File: config.mk
export PLATFORM = sky130hd
export DESIGN_NAME = dip_switch_ctrl
export DESIGN_NICKNAME = d
export VERILOG_FILES = /design/src/rtl/dip_pkg.sv /design/src/rtl/dip_debounce_word.sv /design/src/rtl/dip_switch_ctrl.sv
export SDC_FILE = /design/constraint.sdc
export NUM_CORES = 1
export LEC_CHECK = 0
export ABC_AREA = 1
export CAP_MARGIN = 20
export CORE_ASPECT_RATIO = 1.2
export CORE_UTILIZATION = 35
export DETAILED_ROUTE_END_ITERATION = 8
export PLACE_DENSITY = 0.59
export SETUP_SLACK_MARGIN = 0.4
export SLEW_MARGIN = 20
export SYNTH_ARGS = -nofsm -noshare
export SYNTH_HDL_FRONTEND = slang
export SYNTH_HIERARCHICAL = 1
export SYNTH_SLANG_ARGS = --single-unit
export TNS_END_PERCENT = 100
File: constraint.sdc
create_clock -name clk -period 8.35 [get_ports clk]
set_input_delay 0.835 -clock clk [delete_from_list [all_inputs] [get_ports clk]]
set_output_delay 0.835 -clock clk [all_outputs]
set_load 0.01 [all_outputs]
File: src/rtl/dip_pkg.sv
// rtl/dip_pkg.sv - shared register indices and defaults for the DIP switch controller
package dip_pkg;
    localparam logic [2:0] DIP_IDX_W0   = 3'd0;
    localparam logic [2:0] DIP_IDX_W1   = 3'd1;
    localparam logic [2:0] DIP_IDX_CTRL = 3'd2;
    localparam logic [2:0] DIP_IDX_STAT = 3'd3;
    localparam logic [2:0] DIP_IDX_CHG  = 3'd4;

    localparam int CTRL_IE_BIT = 0;

    localparam int unsigned DIP_DEBOUNCE_DEFAULT = 32'd500000;
endpackage

File: src/rtl/dip_debounce_word.sv
// rtl/dip_debounce_word.sv - two-flop synchroniser plus counter debounce for one 32-bit word
module dip_debounce_word
    import dip_pkg::*;
#(
    parameter int          CNT_W           = 20,
    parameter int unsigned DEBOUNCE_CYCLES = DIP_DEBOUNCE_DEFAULT
) (
    input  logic        clk,
    input  logic        reset,
    input  logic [31:0] raw_i,
    output logic [31:0] stable_o,
    output logic        commit_chg_o
);
    localparam logic [CNT_W-1:0] CNT_LAST = CNT_W'(DEBOUNCE_CYCLES - 1);

    logic [31:0]      sync1_q, sync2_q;
    logic [31:0]      cand_q, cand_d;
    logic [31:0]      stable_q, stable_d;
    logic [CNT_W-1:0] cnt_q, cnt_d;

    always_ff @(posedge clk or posedge reset) begin
        if (reset) begin
            sync1_q  <= '0;
            sync2_q  <= '0;
            cand_q   <= '0;
            stable_q <= '0;
            cnt_q    <= '0;
        end else begin
            sync1_q  <= raw_i;
            sync2_q  <= sync1_q;
            cand_q   <= cand_d;
            stable_q <= stable_d;
            cnt_q    <= cnt_d;
        end
    end

    // Once the count saturates it holds, so stable is re-written with an unchanged cand
    always_comb begin
        cand_d       = cand_q;
        cnt_d        = cnt_q;
        stable_d     = stable_q;
        commit_chg_o = 1'b0;
        if (sync2_q != cand_q) begin
            cand_d = sync2_q;
            cnt_d  = '0;
        end else if (cnt_q == CNT_LAST) begin
            stable_d     = cand_q;
            commit_chg_o = (cand_q != stable_q);
        end else begin
            cnt_d = cnt_q + 1'b1;
        end
    end

    assign stable_o = stable_q;
endmodule

File: src/rtl/dip_switch_ctrl.sv
// rtl/dip_switch_ctrl.sv - bus-mapped DIP switch controller with change interrupt
// Optional change counter at index 4 enabled by DIP_CHANGE_CNT_EN.
module dip_switch_ctrl
    import dip_pkg::*;
#(
    parameter int unsigned DEBOUNCE_CYCLES = DIP_DEBOUNCE_DEFAULT,
    parameter int          CNT_W           = 20
) (
    input  logic        clk,
    input  logic        reset,
    input  logic [31:0] Addr,
    input  logic        WE,
    input  logic [31:0] WD,
    output logic [31:0] RD,
    input  logic [7:0]  dip_switch0,
    input  logic [7:0]  dip_switch1,
    input  logic [7:0]  dip_switch2,
    input  logic [7:0]  dip_switch3,
    input  logic [7:0]  dip_switch4,
    input  logic [7:0]  dip_switch5,
    input  logic [7:0]  dip_switch6,
    input  logic [7:0]  dip_switch7,
    output logic        IRQ
);
    logic [2:0]  idx;
    logic [31:0] raw0, raw1, stable0, stable1;
    logic        commit0, commit1;
    logic        ie_q, ie_d;
    logic [1:0]  pend_q, pend_d;
    logic        irq_q;
    logic        unused_bus;

    assign idx        = Addr[4:2];
    assign unused_bus = ^{Addr[31:5], Addr[1:0], WD[31:2]};

    // Switches are active-low; invert so a closed switch reads as 1
    assign raw0 = ~{dip_switch3, dip_switch2, dip_switch1, dip_switch0};
    assign raw1 = ~{dip_switch7, dip_switch6, dip_switch5, dip_switch4};

    dip_debounce_word #(.CNT_W(CNT_W), .DEBOUNCE_CYCLES(DEBOUNCE_CYCLES)) u_word0 (
        .clk          (clk),
        .reset        (reset),
        .raw_i        (raw0),
        .stable_o     (stable0),
        .commit_chg_o (commit0)
    );

    dip_debounce_word #(.CNT_W(CNT_W), .DEBOUNCE_CYCLES(DEBOUNCE_CYCLES)) u_word1 (
        .clk          (clk),
        .reset        (reset),
        .raw_i        (raw1),
        .stable_o     (stable1),
        .commit_chg_o (commit1)
    );

    // A set in the same cycle as a W1C clear wins
    always_comb begin
        ie_d   = ie_q;
        pend_d = pend_q;
        if (WE && idx == DIP_IDX_CTRL) ie_d = WD[CTRL_IE_BIT];
        if (WE && idx == DIP_IDX_STAT) pend_d = pend_q & ~WD[1:0];
        pend_d = pend_d | {commit1, commit0};
    end

    always_ff @(posedge clk or posedge reset) begin
        if (reset) begin
            ie_q   <= 1'b0;
            pend_q <= 2'b00;
            irq_q  <= 1'b0;
        end else begin
            ie_q   <= ie_d;
            pend_q <= pend_d;
            irq_q  <= ie_q & (|pend_q);
        end
    end

    assign IRQ = irq_q;

`ifdef DIP_CHANGE_CNT_EN
    logic [15:0] chg_q, chg_d;

    // A clear coinciding with a commit leaves the count at 1
    always_comb begin
        chg_d = chg_q;
        if (WE && idx == DIP_IDX_CHG) chg_d = '0;
        if (commit0 || commit1) chg_d = chg_d + 16'd1;
    end

    always_ff @(posedge clk or posedge reset) begin
        if (reset) chg_q <= '0;
        else       chg_q <= chg_d;
    end
`endif

    always_comb begin
        RD = '0;
        case (idx)
            DIP_IDX_W0:   RD = stable0;
            DIP_IDX_W1:   RD = stable1;
            DIP_IDX_CTRL: RD = {31'd0, ie_q};
            DIP_IDX_STAT: RD = {30'd0, pend_q};
`ifdef DIP_CHANGE_CNT_EN
            DIP_IDX_CHG:  RD = {16'd0, chg_q};
`endif
            default:      RD = '0;
        endcase
    end
endmodule

**Word level (Yosys, flattened, before mapping)**

Cells that the tools add are included.
Widths: inputs -> output; s select.

- Add/sub/neg operators: 2
- Multiply operators: 0
- Divide/modulo/power cells: 0
- Magnitude comparators: 0
- Equal/unequal tests: 11
- Shift-type cells: 0
- Muxes and demuxes: 10
- Bitwise operators: 8
- Reduce and logical (&&, ||, !) cells: 6

Operators by type and width:

| kind | number |
|---|---|
| $ne 32x32->1 | 4 |
| $pmux 32 s4 | 1 |
| $mux 20 | 4 |
| $not 32->32 | 2 |
| $add 20x1->20 const B | 2 |
| $eq 20x19->1 const B | 2 |
| $eq 3x2->1 const B | 2 |
| $mux 1 | 4 |
| $ne 2x1->1 const B | 2 |
| $reduce_and 2->1 | 2 |
| $eq 3x1->1 const B | 1 |
| $logic_not 3->1 | 1 |
| $and 2x2->2 | 1 |
| $logic_and 1x1->1 | 2 |
| $mux 2 | 1 |
| $not 1->1 | 2 |
| $not 2->2 | 1 |
| $or 2x2->2 | 1 |
| $reduce_or 2->1 | 1 |
| $and 1x1->1 | 1 |

- Register bits: 300
- Latch bits: 0
- Memory bits (writable): 0
- Bits in read-only memories: 0
- Input port bits: 131
- Memories kept: 0

**Logic depth before layout (Yosys ltp)**

Gate-level depths: netlist of run 1.

- Word-level depth: 4
- Mapped depth: 12
- Depth with buffers taken out: 11

**Hierarchy**

The synthesis of run 1 kept the hierarchy.

By module, submodules not included:

| module | instances | cells an instance | area an instance (µm²) |
|---|---|---|---|
| dip_debounce_word | 2 | 601 | 5972.0 |
| dip_switch_ctrl | 1 | 205 | 895.9 |

**Worst setup path after synthesis of run 1**

OpenSTA, ideal clock, no wires.

- Path type: input to output
- Start point: input port Addr[3]
- End point: output port RD[10]
- Data arrival time: 1.410 ns
- Path slack: 6.105 ns
- Cell stages on the path: 4
- Path buffers: 1
- Path through: nor3_2 buf_2 nand2_1 nand2_1

- Cells in the longest elaborated chain, start to end: 2
- Elaborated cells between the ends (all ways): 5
- Those cells by class: eq/ne: 3; mux: 1; reduce/logical: 1

RTL lines:

| what | RTL line | source |
|---|---|---|
| start: declaration | dip_switch_ctrl.sv:11 | `input logic [31:0] Addr,` |
| $eq 3x2->1, or another cell as far along | dip_switch_ctrl.sv:97 | `case (idx)` |
| $pmux 32 s4 * | dip_switch_ctrl.sv:97 |  |
| end: declaration | dip_switch_ctrl.sv:14 | `output logic [31:0] RD,` |

Every way passes the cells marked *; elsewhere a longest branch is shown, timed or not.

**Worst setup path after layout of run 1**

- Start point: input port Addr[3]
- End point: output port RD[1]

The elaborated chain is that of the path after synthesis.

==> flow_summary.json, run 1 <==
{
  "leakagePower_nw": 7.30,
  "initial_core_util_pct": 35.6,
  "grt_antenna_before_repair": 0,
  "path_common_cell": "clkdlybuf4s50_1",
  "dr.pass1.iters": 4,
  "diodes": 0,
  "tns_ns": 0,
  "p_per_area_mw_per_mm2": 211,
  "hpwl_um": 19200,
  "cp_data_required_time_ns": 7.52,
  "drcViolationCount": 0,
  "vias_per_cell": 4.51,
  "netlist_instances": 1407,
  "area_growth_pct": 19.0,
  "yosys.area.top_type": "dfrtp_1",
  "startpoint_type": "input pin",
  "hold_violations": 0,
  "die_area_mm2": 0.0375,
  "path_buf_inv": 3,
  "die_w_um": 177,
  "clock-root-buffer": "clkbuf_16",
  "setup_viol": 0,
  "grt_pass1_vias": 8782,
  "wl_um": 27800,
  "gp_congestion": 0.840,
  "core_area_mm2": 0.0360,
  "end_kind": "output pin",
  "tightest_slew_ns": 0.846,
  "io_buffers": 104,
  "htree_levels": 2,
  "post_cts_resized": 0,
  "rows": 76,
  "clockBufferDepth": 3,
  "yosysUniqueCellTypes": 29,
  "hold_slack_ns": 0.341,
  "max_freq_mhz": 268,
  "io_pins": 164,
  "total_power_mw": 3.23,
  "drt-initial-drc-count": 484,
  "timing.final.crit_share_pct": 44.6,
  "ys_warn_count": 6,
  "rsz0062_at_grt": "no",
  "syn_nets": 1540,
  "placed_cell_area_mm2": 0.0141,
  "ctsHoldBuffers": 0,
  "hold_end": "u_word0/sync2_q[19]$_DFF_PP0_",
  "tritoncts": "done",
  "slowest_delay_ns": 0.56,
  "whs_path_depth": 0,
  "ys_seq_elements": 300,
  "reg2reg_depth": 12,
  "hold_path_class": "flop to flop",
  "min-delay-start": "u_word0/sync1_q[19]$_DFF_PP0_",
  "layout-drive-gt1-share_pct": 6.87,
  "vias": 8810,
  "fin_cells": 1952,
  "rrSetupSlack_ns": 5.76,
  "status": "finished, final reports clean",
  "ys_top_cells_by_area": "dfrtp_1 (58%), nand2_1 (12%), xnor2_1 (6.4%)",
  "ys_async_sr_fraction_pct": 100,
  "skew_ns": 0.0139,
  "cp_max_fo": 22,
  "grt_pass1_wl_um": 45900,
  "synth_top_area_share_pct": 58.5,
  "grt_max_degree": 86,
  "synthFlopType": "dfrtp_1",
  "syn_area_mm2": 0.0128,
  "cp_top_family": "buffers and inverters",
  "clock_sinks": 300,
  "grt_usage_pct": 15.5,
  "synth_edf_count": 0,
  "worst-setup-path-type": "input pin to output pin",
  "wl_per_cell_um": 14.3,
  "slew_viol_final": 0,
  "die_h_um": 212,
  "clk_pin_slew_worst_paths_ns": 0.06,
  "crit_path_cell_trace": "clkdlybuf4s50_1 > nor3_4 > buf_8 > nand2_1 > nand3_1 > clkdlybuf4s50_1",
  "worstSkewPairLatency_ns": 0.51,
  "vdd.ir_drop.worst_v": 0.000105,
  "final_antenna_net_count": 0,
  "fin_area_mm2": 0.0153,
  "cts_buffers": 34,
  "place_inst": 1890,
  "layout.nets": 1592,
  "critPathSlowestCell": "clkdlybuf4s50_1",
  "min_period_ns": 3.73,
  "critPathArrivalTime_ns": 2.89,
  "regToRegEndpoint": "pend_q[0]$_DFF_PP0_",
  "max_cap_violations": 0,
  "relSlewSlack_pct": 43.6,
  "syn_avg_cell_area_um2": 9.13,
  "overflow": 0,
  "cts_setup_buffers": 0,
  "seq_area_frac_synth_pct": 58.5,
  "r2r_start": "u_word0/cand_q[17]$_DFFE_PP0N_"
}
cells by family (layout without fill, tap and decap cells):
family / count (synthesis) / count (layout) / share of synthesized area, %
AOI/OAI and AO/OA: 24 / 24 / 1.01
adders and majority gates: 2 / 2 / 0.195
DFF: 300 / 300 / 58.5
xor gates and xnor gates: 98 / 98 / 6.68
and+or+nand+nor: 695 / 695 / 24.4
buffers and inverters: 288 / 365 / 9.22
through the flow:
step / setup WS [ns] / utilization (%)
3_5_place_dp: 4.16 / 39.1
6_report: 4.62 / 42.4
4_1_cts: 4.16 / 42.3
2_1_floorplan: 3.54 / -
5_1_grt: 4.49 / 42.4
3_3_place_gp: 4.20 / 39.1
cell usage after synthesis (3+ instances only):
cell type  instances
nand2_1          397
a21oi_1           17
buf_6              6
nor2_2             6
inv_1            185
nand3_1           54
xor2_1             4
nand3_2            8
o21ai_0            3
nor2_1            97
clkbuf_1          64
inv_2              5
nor3_1            29
xnor2_1           94
nand4_1           84
nor2_4             4
dfrtp_1          300
buf_2             19
buf_4              9
nor3_4             4
layout make-up:
cell class,count,area [µm²]
inverter,190,723
clock buffer,52,1050
clock inverter,9,123
tap,468,586
fill,3504,20800
sequential,300,7510
timing repair buffer,114,1120
multi-input combinational,819,4160
layer usage:
layer  wire length [µm]  up-vias  GRT usage (%)
met5                  0        -              0
met3               1150       44           2.75
met1              12000     4193           19.7
met2              14100      172           26.9
met4                571        0           4.49
li1                   -     4401              -
registers in the layout (all words and copies together) (netlist names):
register	count
ie_q	1
u_word1/cnt_q	20
u_word1/sync1_q	32
u_word0/sync2_q	32
u_word1/cand_q	32
u_word1/sync2_q	32
u_word0/sync1_q	32
IRQ	1
u_word0/cnt_q	20
u_word1/stable_o	32
pend_q	2
u_word0/stable_o	32
u_word0/cand_q	32
worst register-to-register path, stage by stage, from the launching register on:
cell	delay, ns
dfrtp_1	0.45
inv_1	0.08
nand2_1	0.05
nand2_1	0.05
nand2_1	0.05
nor2_1	0.22
nand2_1	0.13
nor2_4	0.08
buf_4	0.46
nand3_2	0.56
nor2_2	0.26
inv_1	0.08
nand3_1	0.08
placed cells by master, fill, tap and decap left out, types with 6 or more instances in the layout:
master	instances
nand2_1	397
nor3_1	29
inv_1	183
nor2_2	6
clkbuf_1	8
nor3_4	6
nand3_1	54
xnor2_1	94
nand4_1	84
clkbuf_16	37
clkbuf_8	7
dfrtp_1	300
nand3_2	8
a21oi_1	17
buf_4	9
clkdlybuf4s50_1	104
nor2_1	97
how the worst max path moves through the flow:
| stage | start | to | slack, ns | cells past startpoint |
|---|---|---|---|---|
| 5_1_grt | Addr[3] | RD[1] | 4.49 | 6 |
| 2_1_floorplan | reset | u_word0/cand_q[0]$_DFFE_PP0N_ | 3.54 | 1 |
| 3_3_place_gp | Addr[3] | RD[6] | 4.20 | 5 |
| 6_report | Addr[3] | RD[1] | 4.62 | 6 |
| 3_5_place_dp | Addr[3] | RD[5] | 4.16 | 5 |
| 4_1_cts | Addr[3] | RD[5] | 4.16 | 5 |
power by group:
| part | total (mW) | internal [mW] | switching [mW] |
|---|---|---|---|
| logic | 0.144 | 0.0698 | 0.0744 |
| registers | 1.55 | 1.51 | 0.0413 |
| clock network | 1.53 | 0.961 | 0.574 |
| total | 3.23 | 2.54 | 0.690 |
Power figures use the tool's default switching activity.
==> run 2: changes to the inputs <==
Settings changed: PLACE_DENSITY 0.59 to 0.61.
Clock period 8.35 ns to 3.4 ns, I/O delays scaled along.
==> flow_summary.json, run 2 (synthesis gave the netlist of run 1 again) <==
{
  "status": "finished, final reports clean",
  "hold_violations": 0,
  "max_cap_violations": 0,
  "core_area_mm2": 0.0360,
  "hold_path_class": "input pin to asynchronous set/reset pin",
  "ctsHoldBuffers": 0,
  "grt_pass1_wl_um": 45600,
  "gp_congestion": 0.822,
  "skew_ns": 0.0249,
  "timing.final.crit_share_pct": 79.3,
  "max_freq_mhz": 371,
  "setup_viol": 0,
  "overflow": 0,
  "layout-drive-gt1-share_pct": 6.95,
  "grt_max_degree": 93,
  "htree_levels": 1,
  "grt_usage_pct": 15.5,
  "diodes": 0,
  "slowest_delay_ns": 0.59,
  "vias": 8833,
  "cp_data_required_time_ns": 3.06,
  "final_antenna_net_count": 0,
  "fillers": 3512,
  "clockBufferDepth": 3,
  "end_kind": "output pin",
  "cp_top_family": "buffers and inverters",
  "placed_cell_area_mm2": 0.0142,
  "drt-initial-drc-count": 549,
  "crit_path_cell_trace": "clkdlybuf4s50_1 > inv_2 > nor3_4 > buf_4 > nand2_1 > nand2_1 > clkdlybuf4s50_1",
  "tns_ns": 0,
  "mostFrequentLayoutCells": "nand2_1 (397), dfrtp_1 (300), inv_1 (183), clkdlybuf4s50_1 (104), nor2_1 (97)",
  "post_cts_resized": 0,
  "leakagePower_nw": 7.25,
  "path_buf_inv": 4,
  "io_pins": 164,
  "multiInputGateArea_mm2": 0.00416,
  "critPathSlowestCell": "clkdlybuf4s50_1",
  "startpoint_type": "input pin",
  "total_power_mw": 7.48,
  "clock-root-buffer": "clkbuf_16",
  "drcViolationCount": 0,
  "area_growth_pct": 18.1,
  "cp_max_fo": 31,
  "io_buffers": 104,
  "cts_setup_buffers": 0,
  "critPathArrivalTime_ns": 2.36,
  "slew_viol_final": 0,
  "seq_area_mm2": 0.00751,
  "die_area_mm2": 0.0375,
  "worstSkewPairLatency_ns": 0.58,
  "die_w_um": 177,
  "grt_pass1_vias": 8801,
  "initial_core_util_pct": 35.6,
  "clock_sinks": 300,
  "relSlewSlack_pct": 46.6,
  "layout.nets": 1597,
  "min_period_ns": 2.70,
  "worst-setup-path-type": "input pin to output pin",
  "rsz0062_at_grt": "no",
  "p_per_area_mw_per_mm2": 493,
  "hold_slack_ns": 0.144,
  "hpwl_um": 20000,
  "vias_per_cell": 4.53,
  "wl_um": 27900,
  "layout_commonest_cell": "nand2_1",
  "tightest_slew_ns": 0.799,
  "vdd.ir_drop.worst_v": 0.000355,
  "rows": 76,
  "grt_antenna_before_repair": 0,
  "dr.pass1.iters": 7,
  "fin_area_mm2": 0.0152,
  "tritoncts": "done",
  "clk_pin_slew_worst_paths_ns": 0.06,
  "wl_per_cell_um": 14.3,
  "cts_buffers": 31,
  "die_h_um": 212
}
## run 2: cell types whose count changed in the layout (fill, tap and decap cells not counted), sizes merged
| cell | delta |
|---|---|
| bufinv | -1 |
| clkinvlp | +2 |
| buf | +8 |
| inv | -1 |
| clkbuf | -9 |
## run 2: final cells by class
cell class	count	share of cell area (%)
Multi-Input combinational cell	819	27.4
Clock inverter	9	0.693
Clock buffer	43	5.81
Sequential cell	300	49.5
Tap cell	468	3.86
Timing Repair Buffer	122	7.92
Inverter	190	4.75
## run 2: path summary, 6_finish.rpt
path                       slack (ns)                           start  depth (start not counted)                       endpoint
setup / recovery                 0.70                         Addr[2]                          7                          RD[4]
hold / removal                   0.14                           reset                          2               ie_q$_DFFE_PP0P_
setup reg to reg                 1.10  u_word0/cand_q[17]$_DFFE_PP0N_                         10  u_word0/cnt_q[10]$_DFFE_PP0P_
hold reg to reg                  0.34   u_word0/sync1_q[18]$_DFF_PP0_                          0  u_word0/sync2_q[18]$_DFF_PP0_
max in group asynchronous        2.15                           reset                          3  u_word1/cand_q[7]$_DFFE_PP0N_
min in group clk                 0.23                  dip_switch2[6]                          2  u_word0/sync1_q[22]$_DFF_PP0_
## run 2: layer usage
metal / up-vias / wire [µm] / global-route usage, % / part of all wire (%)
li1: 4418 / - / - / -
met1: 4172 / 11800 / 19.4 / 42
met2: 186 / 14000 / 26.8 / 50
met3: 57 / 1070 / 1.85 / 3.8
met4: 0 / 999 / 6.57 / 3.6
met5: - / 0 / 0 / 0
## run 2: through the flow
stage | setup WS (ns) | std cells | util (%)
global placement | 0.758 | 1899 | 39.3
floorplan | 1.20 | 1407 | -
detailed placement | 0.707 | 1899 | 39.3
finish | 0.704 | 1951 | 42.1
global route | 0.593 | 1951 | 42.1
CTS | 0.705 | 1951 | 42.1
## run 2: report_power, final
part           total [mW]  switching [mW]  internal, mW
registers            3.80           0.101          3.70
logic               0.364           0.186         0.178
clock network        3.31            1.37          1.94
==> run 3: changes to the inputs <==
Clock period 3.4 ns to 2.2 ns, I/O delays scaled along.
==> flow_summary.json, run 3 (synthesis gave the netlist of run 1 again) <==
{
  "status": "finished, final reports clean",
  "max_freq_mhz": 558,
  "end_kind": "flop",
  "hold_path_class": "input pin to asynchronous set/reset pin",
  "combPwrFrac_pct": 5.0,
  "layout-drive-gt1-share_pct": 15.0,
  "fillers": 3397,
  "initial_core_util_pct": 35.6,
  "wl_per_cell_um": 14.8,
  "leakagePower_nw": 7.81,
  "setup_slack_ns": 0.409,
  "rsz0062_at_grt": "yes",
  "startpoint_type": "flop",
  "io_buffers": 104,
  "p_per_area_mw_per_mm2": 762,
  "dr.pass1.iters": 7,
  "vias_per_cell": 4.57,
  "critPathSlowestCell": "dfrtp_1",
  "worst-setup-path-type": "flop to flop",
  "grt_antenna_before_repair": 0,
  "tightest_slew_ns": 0.620,
  "drcViolationCount": 0,
  "htree_levels": 1,
  "clk_pin_slew_worst_paths_ns": 0.06,
  "vdd.ir_drop.worst_v": 0.000524,
  "tritoncts": "done",
  "die_h_um": 212,
  "skew_ns": 0.0130,
  "critPathArrivalTime_ns": 2.24,
  "diodes": 0,
  "final_antenna_net_count": 0,
  "wl_um": 29600,
  "die_area_mm2": 0.0375,
  "p_switching_mw": 2.61,
  "die_w_um": 177,
  "hold_violations": 0,
  "core_area_mm2": 0.0360,
  "p_int_mw": 9.68,
  "overflow": 0,
  "clock-root-buffer": "clkbuf_16",
  "max_cap_violations": 0,
  "clockPowerShare_pct": 47.3,
  "cts_buffers": 30,
  "grt_usage_pct": 15.8,
  "layout.nets": 1639,
  "rows": 76,
  "grt_pass1_vias": 8827,
  "timing.final.crit_share_pct": 81.4,
  "min_period_ns": 1.79,
  "crit_path_cell_trace": "ha_2 > nand3_1 > inv_2 > nand3_2 > nor3_4 > nand3_4 > clkbuf_16 > nand2_2 > nand2_1",
  "gp_congestion": 0.827,
  "setup_viol": 0,
  "swShare_pct": 21.2,
  "grt_pass1_wl_um": 46100,
  "mostFrequentLayoutCells": "nand2_1 (351), dfrtp_1 (292), inv_1 (180), nor2_1 (92), xnor2_1 (91)",
  "drt-initial-drc-count": 510,
  "cp_data_required_time_ns": 2.65,
  "area_growth_pct": 25.6,
  "slowest_delay_ns": 0.37,
  "io_pins": 164,
  "vias": 9137,
  "cp_max_fo": 7,
  "total_power_mw": 12.3,
  "slew_viol_final": 0,
  "grt_max_degree": 80,
  "clockBufferDepth": 3,
  "relSlewSlack_pct": 58.4,
  "layout_commonest_cell": "nand2_1",
  "power_frac_seq_pct": 47.7,
  "hpwl_um": 20400,
  "worstSkewPairLatency_ns": 0.56,
  "tns_ns": 0,
  "post-place-ws_ns": -0.103,
  "clock_sinks": 300
}
[run 3: cell types whose count changed in the layout (fill, tap and decap cells not counted), sizes merged, moves of 3 or more]
cell,previous run,this run
buf,18,57
clkdlybuf4s50,104,69
dlygate4sd2,0,30
bufinv,2,8
clkdlybuf4s15,0,4
clkinv,5,8
[run 3: layout make-up]
| cell class | count | area, µm² | share of cell area, % |
|---|---|---|---|
| Clock buffer | 38 | 852 | 5.28 |
| Clock inverter | 18 | 295 | 1.83 |
| Inverter | 190 | 723 | 4.49 |
| Multi-Input combinational cell | 820 | 4450 | 27.6 |
| Sequential cell | 300 | 7520 | 46.6 |
| Tap cell | 468 | 586 | 3.63 |
| Timing Repair Buffer | 164 | 1700 | 10.6 |
[run 3: critical path: cells and delay by family, from the launching register on]
family	cells	cell delay, ns
and+or+nand+nor	6	0.77
DFF	1	0.37
buffers and inverters	2	0.32
adders and majority gates	1	0.20
[run 3: final timing paths]
| check | cells past startpoint | start | slack, ns | end |
|---|---|---|---|---|
| max in group asynchronous | 3 | reset | 1.36 | u_word0/cand_q[21]$_DFFE_PP0N_ |
| min in group clk | 2 | dip_switch2[6] | 0.13 | u_word0/sync1_q[22]$_DFF_PP0_ |
| worst max register to register | 9 | u_word1/cnt_q[1]$_DFFE_PP0P_ | 0.41 | u_word1/stable_o[22]$_DFFE_PP0P_ |
| worst max-delay path | 9 | u_word1/cnt_q[1]$_DFFE_PP0P_ | 0.41 | u_word1/stable_o[22]$_DFFE_PP0P_ |
| worst min-delay path | 2 | reset | 0.03 | pend_q[0]$_DFF_PP0_ |
| worst min register to register | 0 | u_word0/sync1_q[0]$_DFF_PP0_ | 0.34 | u_word0/sync2_q[0]$_DFF_PP0_ |
[run 3: power by group through the flow]
| stage | clock network (mW) | registers, mW | logic [mW] |
|---|---|---|---|
| global route | 6.18 | 5.89 | 0.695 |
| detailed placement | 0 | 5.97 | 0.596 |
| floorplan | 0 | 5.92 | 0.360 |
| CTS | 5.95 | 5.87 | 0.608 |
| finish | 5.81 | 5.87 | 0.615 |
| global placement | 0 | 5.96 | 0.589 |
[run 3: timing repair]
item	4_1_cts	5_1_grt
buffers inserted	10	19
endpoints found under the setup margin	113	92
pin swaps	4	22
hold buffers	0	0
gates resized for setup	56	92
endpoints found under the hold margin	0	0
cloned	1	4
[run 3: per-stage QoR]
step                      instances  util, %  hold WS (ns)  area [µm²]
final                          1998     44.7        0.0325       16100
after global routing           1998     44.7        0.0469       16100
after CTS                      1975     43.3        0.0153       15600
after detailed placement       1908     39.8         0.335       14300
after global placement         1908     39.8         0.334       14300
after floorplan                1407        -       -0.0139       12800
[run 3: layer usage]
metal / share of wire (%) / up-vias / global-route usage, %
li1: - / 4508 / -
met1: 42 / 4369 / 19.3
met2: 50 / 191 / 26.5
met3: 3.8 / 69 / 2.41
met4: 4.6 / 0 / 8.50
met5: 0 / - / 0
